**src/rtl/arb_pkg.sv**
```systemverilog
// Shared definitions for the sram-like 2:1 arbiter.
//   arb_state_t : FSM state encoding (IDLE / ADDR / DATA)
//   OWN_*       : owner encoding of the in-flight transaction
//   SIZE_*      : sram-like transfer size encoding
package arb_pkg;

    typedef enum logic [1:0] {
        ST_IDLE = 2'd0,
        ST_ADDR = 2'd1,
        ST_DATA = 2'd2
    } arb_state_t;

    localparam logic OWN_INST = 1'b0;
    localparam logic OWN_DATA = 1'b1;

    localparam logic [1:0] SIZE_BYTE = 2'd0;
    localparam logic [1:0] SIZE_HALF = 2'd1;
    localparam logic [1:0] SIZE_WORD = 2'd2;

endpackage

```
**src/rtl/arb_grant_sel.sv**
```systemverilog
// Combinational winner selection between instruction and data requesters.
// Optional macro ARB_ROUND_ROBIN_EN:
//   defined   - simultaneous requests go to the side NOT granted last
//   undefined - fixed data priority
// Ports:
//   i_req, d_req : pending requests
//   last_grant   : owner of the previous grant (round-robin build only)
//   grant_vld    : some request is pending
//   grant_own    : winning owner (OWN_INST / OWN_DATA)
module arb_grant_sel
    import arb_pkg::*;
(
    input  logic i_req,
    input  logic d_req,
`ifdef ARB_ROUND_ROBIN_EN
    input  logic last_grant,
`endif
    output logic grant_vld,
    output logic grant_own
);

    assign grant_vld = i_req | d_req;

`ifdef ARB_ROUND_ROBIN_EN
    // On a tie, hand the grant to whoever did not get the last one.
    assign grant_own = (i_req & d_req) ? ~last_grant : d_req;
`else
    assign grant_own = d_req ? OWN_DATA : OWN_INST;
`endif

endmodule

```
**src/rtl/sram_like_arbiter.sv**
```systemverilog
// Merges the core's instruction (read-only) and data sram-like ports into a
// single sram-like master port. One transaction in flight at a time; the
// owner register steers addr_ok / data_ok / rdata back to the requester.
// Optional macro ARB_ROUND_ROBIN_EN selects round-robin tie breaking.
// Ports:
//   clk, rst           : clock (rising edge), async active-low reset
//   i_req/i_addr       : instruction fetch request
//   i_addr_ok/i_data_ok/i_rdata : fetch handshakes and data
//   d_req/d_wr/d_size/d_addr/d_wdata : data request
//   d_addr_ok/d_data_ok/d_rdata : data handshakes and read data
//   s_*                : downstream sram-like master port
module sram_like_arbiter
    import arb_pkg::*;
#(
    parameter int         ADDR_W    = 32,
    parameter int         DATA_W    = 32,
    parameter logic [1:0] INST_SIZE = SIZE_WORD
) (
    input  logic              clk,
    input  logic              rst,

    input  logic              i_req,
    input  logic [ADDR_W-1:0] i_addr,
    output logic [DATA_W-1:0] i_rdata,
    output logic              i_addr_ok,
    output logic              i_data_ok,

    input  logic              d_req,
    input  logic              d_wr,
    input  logic [1:0]        d_size,
    input  logic [ADDR_W-1:0] d_addr,
    input  logic [DATA_W-1:0] d_wdata,
    output logic [DATA_W-1:0] d_rdata,
    output logic              d_addr_ok,
    output logic              d_data_ok,

    output logic              s_req,
    output logic              s_wr,
    output logic [1:0]        s_size,
    output logic [ADDR_W-1:0] s_addr,
    output logic [DATA_W-1:0] s_wdata,
    input  logic [DATA_W-1:0] s_rdata,
    input  logic              s_addr_ok,
    input  logic              s_data_ok
);

    arb_state_t state;
    logic       owner;
    logic       grant_vld;
    logic       grant_own;
    logic       own_addr_ok;
    logic       own_data_ok;

`ifdef ARB_ROUND_ROBIN_EN
    logic       last_grant;

    always_ff @(posedge clk or negedge rst) begin
        if (!rst)
            last_grant <= OWN_DATA;
        else if (state == ST_IDLE && grant_vld)
            last_grant <= grant_own;
    end
`endif

    arb_grant_sel u_grant_sel (
        .i_req      (i_req),
        .d_req      (d_req),
`ifdef ARB_ROUND_ROBIN_EN
        .last_grant (last_grant),
`endif
        .grant_vld  (grant_vld),
        .grant_own  (grant_own)
    );

    // The grant is registered: IDLE spends one cycle choosing the owner.
    always_ff @(posedge clk or negedge rst) begin
        if (!rst) begin
            state <= ST_IDLE;
            owner <= OWN_INST;
        end else begin
            case (state)
                ST_IDLE: if (grant_vld) begin
                    owner <= grant_own;
                    state <= ST_ADDR;
                end
                // Zero-latency slave: data_ok together with addr_ok skips DATA.
                ST_ADDR: if (s_addr_ok) state <= s_data_ok ? ST_IDLE : ST_DATA;
                ST_DATA: if (s_data_ok) state <= ST_IDLE;
                default: state <= ST_IDLE;
            endcase
        end
    end

    always_comb begin
        s_req       = 1'b0;
        s_wr        = 1'b0;
        s_size      = 2'd0;
        s_addr      = '0;
        s_wdata     = '0;
        i_addr_ok   = 1'b0;
        i_data_ok   = 1'b0;
        i_rdata     = '0;
        d_addr_ok   = 1'b0;
        d_data_ok   = 1'b0;
        d_rdata     = '0;

        own_addr_ok = (state == ST_ADDR) & s_addr_ok;
        own_data_ok = s_data_ok & ((state == ST_DATA) | own_addr_ok);

        if (state == ST_ADDR) begin
            s_req = 1'b1;
            if (owner == OWN_DATA) begin
                s_wr    = d_wr;
                s_size  = d_size;
                s_addr  = d_addr;
                s_wdata = d_wdata;
            end else begin
                s_size  = INST_SIZE;
                s_addr  = i_addr;
            end
        end

        // Only the owner ever sees handshakes or data.
        if (owner == OWN_DATA) begin
            d_addr_ok = own_addr_ok;
            d_data_ok = own_data_ok;
            d_rdata   = own_data_ok ? s_rdata : '0;
        end else begin
            i_addr_ok = own_addr_ok;
            i_data_ok = own_data_ok;
            i_rdata   = own_data_ok ? s_rdata : '0;
        end
    end

`ifndef SYNTHESIS
    // A data_ok with no outstanding address handshake is dropped by the FSM.
    a_stray_data_ok: assert property (@(posedge clk) disable iff (!rst)
        !(s_data_ok && (state == ST_IDLE || (state == ST_ADDR && !s_addr_ok))));
`endif

endmodule

```
**config.mk**
```make
export PLATFORM = sky130hd
export DESIGN_NAME = sram_like_arbiter
export DESIGN_NICKNAME = d
export VERILOG_FILES = /design/src/rtl/arb_pkg.sv /design/src/rtl/arb_grant_sel.sv /design/src/rtl/sram_like_arbiter.sv
export SDC_FILE = /design/constraint.sdc
export NUM_CORES = 1
export LEC_CHECK = 0
export CELL_PAD_IN_SITES_DETAIL_PLACEMENT = 1
export CELL_PAD_IN_SITES_GLOBAL_PLACEMENT = 1
export CORE_AREA = 2 2 106 108
export DETAILED_ROUTE_END_ITERATION = 8
export DIE_AREA = 0 0 108 110
export DONT_BUFFER_PORTS = 1
export PLACE_DENSITY_LB_ADDON = 0.1
export SLEW_MARGIN = 20
export SYNTH_ARGS = -nofsm -noshare
export SYNTH_HDL_FRONTEND = slang
export SYNTH_HIERARCHICAL = 1
export SYNTH_SLANG_ARGS = --single-unit
```
**constraint.sdc**
```tcl
create_clock -name clk -period 1.6 [get_ports clk]
set_clock_uncertainty 0.1 [all_clocks]
set_input_delay 0.16 -clock clk [delete_from_list [all_inputs] [get_ports clk]]
set_output_delay 0.16 -clock clk [all_outputs]
set_load 0.02 [all_outputs]
```
# Word-level counts from Yosys, hierarchy flattened
# Index checks and enable logic that the tools add are counted.
# Widths: inputs -> output; s select.
[classes]
n_mux = 22
shifts = 0
n_bitwise = 4
n_reduce_logical = 3
addsub = 0
div = 0
magnitude_cmp = 0
mul = 0
eq_ne = 5
[op_table]
columns = ["op", "count"]
rows = [
  ["$mux 32", 7],
  ["$mux 2", 6],
  ["$mux 1", 8],
  ["$ne 2x2->1 const B", 3],
  ["$pmux 2 s3", 1],
  ["$reduce_and 3->1", 1],
  ["$and 1x1->1", 2],
  ["$eq 2x1->1 const B", 1],
  ["$eq 2x2->1 const B", 1],
  ["$logic_not 2->1", 1],
  ["$or 1x1->1", 2],
  ["$reduce_and 2->1", 1],
]
[word_totals]
inputBits = 137
memories = 0
latch_bits = 0
romBits = 0
elab_cells = 36
ram_bits = 0
out_inout_bits = 136
regBits = 3

# Logic depth before layout (Yosys ltp)
# Gate-level depths: netlist of the first run.
[depth]
word_depth = 6
mapped_depth = 5
ltp_nobuf = 3

# Hierarchy
# Netlist of the first run, hierarchy kept.
[by_module_without_submodules]
columns = ["mod", "seq_area_each_um2", "area_per_inst_um2", "cells_per_inst", "n_inst"]
rows = [
  ["sram_like_arbiter", 75.1, 1886.8, 251, 1],
  ["arb_grant_sel", 0.0, 13.8, 2, 1],
]

# Worst setup path before layout of the first run
# Ideal clock, no wire load.
[synth_timing]
path_kind = "register to output"
from = "reg state[0]"
to = "out d_rdata[25]"
setup_slack_ns = -0.011
n_path_buf = 1
stages_incl_launch_ff = 4
required_time_ns = 1.340
arrival_time_ns = 1.351
cell_sequence = "dfrtp_1 -> nand2b_4 -> buf_2 -> a211oi_1"
[synth_between]
elab_chain_len = 6
[synth_lines]
columns = ["item", "line_no", "source"]
rows = [
  ["start: declaration", "sram_like_arbiter.sv:47", "arb_state_t state;"],
  ["start signal: assignment", "sram_like_arbiter.sv:87", "ST_ADDR: if (s_addr_ok) state <= s_data_ok ? ST_IDLE : ST_DATA;"],
  ["$eq 2x1->1", "sram_like_arbiter.sv:107", "own_addr_ok = (state == ST_ADDR) & s_addr_ok;"],
  ["$and 1x1->1", "sram_like_arbiter.sv:107", ""],
  ["$or 1x1->1 *", "sram_like_arbiter.sv:108", "own_data_ok = s_data_ok & ((state == ST_DATA) | own_addr_ok);"],
  ["$and 1x1->1 *", "sram_like_arbiter.sv:108", ""],
  ["$mux 32 *", "sram_like_arbiter.sv:127", "d_rdata = own_data_ok ? s_rdata : '0;"],
  ["$mux 32 *", "sram_like_arbiter.sv:124", "if (owner == OWN_DATA) begin"],
  ["end: declaration", "sram_like_arbiter.sv:33", "output logic [DATA_W-1:0] d_rdata,"],
]
# Every way passes the cells marked *; elsewhere a longest branch is shown, timed or not.

# Worst setup path after layout of the first run
[layout_timing]
from = "reg state[1]"
to = "out d_rdata[7]"
# The elaborated chain is that of the path after synthesis.

==> results of run 1 <==
power groups by stage:
stage               Combinational [W]  Sequential [W]  Clock, W
finish                        0.00625        0.000171  0.000225
global route                  0.00657        0.000183  0.000235
CTS                           0.00481        0.000171  0.000230
detailed placement            0.00417        0.000170         0
global placement              0.00418        0.000164         0
floorplan                     0.00308        0.000143         0
worst max-delay path, stage by stage (launching register included):
cell	delay [ns]
dfrtp_1	0.41
nand3b_4	0.26
buf_12	0.22
a211oi_4	0.23
buf_6	0.15
cell usage after synthesis, types with 2 or more instances:
cell type,number,area (um^2)
a211oi_1,35,263
a211oi_2,29,363
a21oi_1,5,25.0
and3_1,35,219
buf_2,13,65.1
buf_4,4,30.0
buf_6,15,169
clkbuf_1,5,18.8
dfrtp_1,3,75.1
inv_1,33,124
mux2i_1,32,320
nand2b_1,3,18.8
nand2b_4,2,27.5
nor2_1,32,120
nor3b_1,2,15.0
stage by stage:
step / setup slack, ns / util, %
global route: -0.216 / 36.0
detailed placement: -0.00939 / 26.2
floorplan: -0.0107 / -
global placement: 0.0107 / 26.2
finish: -0.161 / 36.0
CTS: -0.164 / 29.9
registers in the layout, indices dropped and copies added (netlist names):
| register | flops |
|---|---|
| owner | 1 |
| state | 2 |
timing repair:
item	4_1_cts	5_1_grt
pin swaps	0	11
hold buffers	3	0
setup buffers	6	4
gates resized for setup	61	110
endpoints found under the setup margin	135	135
endpoints found under the hold margin	5	0
gates cloned	5	11
metal layers:
| metal | vias up | routed length [um] |
|---|---|---|
| met1 | 1127 | 3620 |
| met5 | - | 0 |
| li1 | 1127 | - |
| met3 | 10 | 728 |
| met2 | 145 | 5450 |
| met4 | 0 | 130 |
how the worst max path moves through the flow:
| stage | from | to | cells past startpoint |
|---|---|---|---|
| CTS | state[1] | i_rdata[0] | 5 |
| global route | state[1] | d_rdata[29] | 4 |
| floorplan | state[0] | d_rdata[12] | 3 |
| detailed placement | owner | s_addr[18] | 4 |
| finish | state[1] | d_rdata[7] | 4 |
| global placement | owner | s_addr[18] | 4 |
logic make-up after synthesis:
group | share of synthesized area, %
AOI/OAI and AO/OA | 34.2
buffers and inverters | 21.7
DFF | 3.95
muxes | 17.4
and+or+nand+nor | 22.6
layout make-up:
type,instances,share of cell area (%)
Tap cell,140,4.55
Timing Repair Buffer,139,36.8
Sequential cell,3,2.02
Multi-Input combinational cell,181,51.2
Timing Repair inverter,3,0.650
Inverter,34,3.64
Clock buffer,4,1.17
==> impl_metrics.json, run 1 <==
{
  "powerDensity_mw_per_mm2": 1730,
  "portBuffers": 0,
  "p_total_w": 0.00664,
  "p_sw_share_pct": 53.0,
  "vias": 2409,
  "fin_nets": 502,
  "drt-total-wl_um": 9930,
  "layout_commonest_cell": "buf_4",
  "h-tree-depth": 1,
  "grt_max_degree": 37,
  "multi_input_area_mm2": 0.00197,
  "place.gp.congestion": 0.749,
  "syn-instance-count": 253,
  "end_kind": "primary output",
  "use_met2_pct": 23.7,
  "synth_edf_count": 0,
  "grtUsageTotal_pct": 11.8,
  "synth.avg_cell_area_um2": 7.51,
  "seq_area_um2": 77.6,
  "fin_tns_setup_ns": -11.85,
  "ys_async_sr_fraction_pct": 100,
  "min_path_type": "input pin to flip-flop",
  "reg2reg_to": "owner",
  "die_h_um": 110,
  "leakagePower_nw": 1.65,
  "first_global_vias": 2198,
  "worstMarginPinSlew_ns": 0.320,
  "hpwl_um": 6140,
  "drt_iter0_drc": 136,
  "r2r_setup_slack_ns": 0.11,
  "clk_path_buf_depth": 2,
  "top_level_ports": 273,
  "slew_violations": 0,
  "place_inst": 472,
  "hp-start": "s_addr_ok",
  "critPathKind": "flip-flop to primary output",
  "fp-row-count": 38,
  "post_drt_wl_per_cell_um": 19.7,
  "fillers": 1226,
  "whs_endpoint": "state[0]",
  "p_sw_w": 0.00352,
  "use_met3_pct": 1.23,
  "drive_gt1_share_pct": 75.0,
  "fin_crit_sh_pct": 110,
  "worstPathArrival_ns": 1.50,
  "postPlaceCellArea_mm2": 0.00280,
  "setup_viol": 122,
  "holdPathStages": 2,
  "seq_power_share_pct": 2.6,
  "cap_violations": 0,
  "grtUsageMet1_pct": 13.1,
  "final_area_mm2": 0.00385,
  "numCtsBuffers": 3,
  "max_clock_freq_ghz": 0.568,
  "synth_top_flop_cell": "dfrtp_1",
  "rsz0062_at_grt": "true",
  "ys_seq_area_share_pct": 3.95,
  "gr-max-usage-layer": "met2",
  "start_util_pct": 17.8,
  "final-hold-violation-count": 0,
  "worst-r2r-cell-count": 4,
  "worst_ep_required_time_ns": 1.34,
  "status": "complete, but fails checks",
  "die_x_um": 108,
  "firstDrtPassIters": 3,
  "hold_slack_ns": 0.0126,
  "area_delta_synth_final_pct": 102,
  "ys_ff_latch": 3,
  "antennaDiodeCount": 0,
  "overflow": 0,
  "drtAntennaViolNets": 0,
  "syn-cell-area_mm2": 0.00190,
  "p_comb_share_pct": 94.0,
  "vias_per_cell": 4.78,
  "post-route-worst-setup-slack_ns": -0.161,
  "layout_common_cells": "97 x buf_4, 54 x a211oi_2, 33 x inv_1",
  "tritoncts": "built",
  "critPathLaunchType": "flip-flop",
  "grt_pass1_wl_um": 11400,
  "crit_path_max_fanout": 18,
  "clkSinkCount": 3,
  "period_needed_ns": 1.76,
  "yosysUniqueCellTypes": 20,
  "clock_latency_ns": 0.22,
  "grt_antenna_before_repair": 0,
  "core_mm2": 0.0107,
  "failed_checks": "setup timing",
  "drc": 0,
  "root_buffer": "clkbuf_8",
  "clockPowerShare_pct": 3.4,
  "p_int_w": 0.00312,
  "max-vdd-ir-drop_mv": 0.970,
  "syn_nets": 390,
  "finalNonFillerCells": 504,
  "r2r_start": "state[0]",
  "fp.dieArea_mm2": 0.0119,
  "slew-limit-headroom_pct": 78.6,
  "clkTransAtPathRegs_ns": 0.03,
  "yosysWarningCount": 6
}
(Power assumes the default switching activity.)
==> run 2, diff against run 1 <==
--- a/config.mk
+++ b/config.mk
@@ -17,3 +17,4 @@
 export SYNTH_HDL_FRONTEND = slang
 export SYNTH_HIERARCHICAL = 1
 export SYNTH_SLANG_ARGS = --single-unit
+export TNS_END_PERCENT = 5
==> impl_metrics.json, run 2 (same netlist as run 1, synthesis figures left out) <==
{
  "status": "complete, but fails checks",
  "failed_checks": "setup timing",
  "slew_violations": 0,
  "fin_tns_setup_ns": -9.48,
  "top_register": "state",
  "hpwl_um": 6360,
  "clkTransAtPathRegs_ns": 0.03,
  "cp_num_buf_inv": 3,
  "crit_slowest_cell": "dfrtp_1",
  "p_total_w": 0.00515,
  "fin_crit_sh_pct": 109,
  "clock_latency_ns": 0.21,
  "area_delta_synth_final_pct": 70.4,
  "critPathLaunchType": "flip-flop",
  "p_sw_share_pct": 56.9,
  "largest_reg_flops": 2,
  "end_kind": "primary output",
  "worst_ep_required_time_ns": 1.34,
  "drc": 0,
  "p_sw_w": 0.00293,
  "max_clock_freq_ghz": 0.575,
  "root_buffer": "clkbuf_8",
  "drive_gt1_share_pct": 64.7,
  "portBuffers": 0,
  "start_util_pct": 17.8,
  "path_cells": "buf_6 -> nand2b_4 -> buf_16 -> a211oi_2 -> buf_4",
  "crit_path_max_fanout": 16,
  "postPlaceCellArea_mm2": 0.00274,
  "antennaDiodeCount": 0,
  "fp.dieArea_mm2": 0.0119,
  "max-vdd-ir-drop_mv": 0.758,
  "post_drt_wl_per_cell_um": 17.8,
  "slew-limit-headroom_pct": 76.8,
  "grt_antenna_before_repair": 0,
  "die_h_um": 110,
  "critPathKind": "flip-flop to primary output",
  "cp_slowest_stage_delay_ns": 0.39,
  "top_regs": "state x2, owner x1",
  "worstMarginPinSlew_ns": 0.348,
  "grt_max_degree": 71,
  "hold_slack_ns": 0.0278,
  "powerDensity_mw_per_mm2": 1590,
  "final-hold-violation-count": 0,
  "p_int_w": 0.00222,
  "clkSinkCount": 3,
  "cap_violations": 0,
  "cp_top_family": "buffers and inverters",
  "rsz0062_at_grt": "true",
  "vias_per_cell": 4.72,
  "top_level_ports": 273,
  "worstPathArrival_ns": 1.48,
  "grtUsageTotal_pct": 12.6,
  "die_x_um": 108,
  "fin_nets": 481,
  "period_needed_ns": 1.74,
  "fillers": 1288,
  "vias": 2280,
  "post-route-worst-setup-slack_ns": -0.138,
  "first_global_vias": 2259,
  "fp-row-count": 38,
  "min_path_type": "input pin to flip-flop",
  "clockPowerShare_pct": 4.4,
  "seq_power_share_pct": 3.0,
  "layout_common_cells": "104 x buf_4, 52 x a211oi_2, 33 x inv_1",
  "grt_pass1_wl_um": 12300,
  "firstDrtPassIters": 4,
  "drt-total-wl_um": 8590,
  "numCtsBuffers": 3,
  "leakagePower_nw": 1.46,
  "core_mm2": 0.0107,
  "place.gp.congestion": 0.745,
  "h-tree-depth": 1,
  "tritoncts": "built",
  "layout_commonest_cell": "buf_4",
  "overflow": 0,
  "final_area_mm2": 0.00324,
  "setup_viol": 134,
  "clk_path_buf_depth": 2,
  "drtAntennaViolNets": 0,
  "p_comb_share_pct": 92.7,
  "drt_iter0_drc": 93
}
==> run 2: changes by cell type in the layout (fill, tap and decap cells not counted), moves of 6 or more <==
cell       before  now
nor2_1         17   32
buf_6          20    8
clkbuf_16       6    0
buf_4          97  104
mux2i_1        18   29
mux2i_4         7    0
nor2_4         15    0
==> run 2: metrics by stage <==
stage / cells / util, % / setup WS [ns]
finish: 483 / 30.3 / -0.138
CTS: 482 / 29.8 / -0.139
detailed placement: 470 / 25.6 / -0.00210
global placement: 470 / 25.6 / 0.0124
floorplan: 253 / - / -0.0107
global route: 483 / 30.3 / -0.206
==> run 2: path summary, 6_finish.rpt <==
path,startpoint,end,slack [ns],cells past startpoint
max,state[1],i_rdata[12],-0.14,5
min,s_addr_ok,state[0],0.03,2
max reg2reg,state[1],owner,0.15,4
min reg2reg,state[1],state[0],0.59,3
max in group asynchronous,rst,state[0],1.12,1
min in group asynchronous,rst,owner,0.10,1
==> run 2: final cells by class <==
| type | instances | area, um^2 | area share, % |
|---|---|---|---|
| inverters | 34 | 144 | 4.44 |
| flip-flops and latches | 3 | 77.6 | 2.40 |
| repair buffers | 123 | 1080 | 33.2 |
| multi-input cells | 179 | 1720 | 53.1 |
| clock buffers | 4 | 45.0 | 1.39 |
| well taps | 140 | 175 | 5.41 |
==> run 2: what timing repair did <==
action,CTS,global route
setup buffers,4,1
gates cloned,1,0
gates resized for setup,101,9
hold buffers,3,0
endpoints found under the setup margin,136,135
hold endpoints to repair,5,0
pin swaps,35,3
==> run 2: power by group through the flow <==
stage	Clock, W	Sequential (W)	Combinational, W
after detailed placement	0	0.000167	0.00416
after global placement	0	0.000163	0.00413
after floorplan	0	0.000143	0.00306
after CTS	0.000224	0.000152	0.00475
after global routing	0.000239	0.000157	0.00507
final	0.000224	0.000153	0.00477
==> run 2: per-layer routing <==
metal | track usage, % | wire, um
met3 | 2.88 | 811
met1 | 14.9 | 3320
met4 | 1.10 | 21
met2 | 24.2 | 4440
met5 | 0 | 0
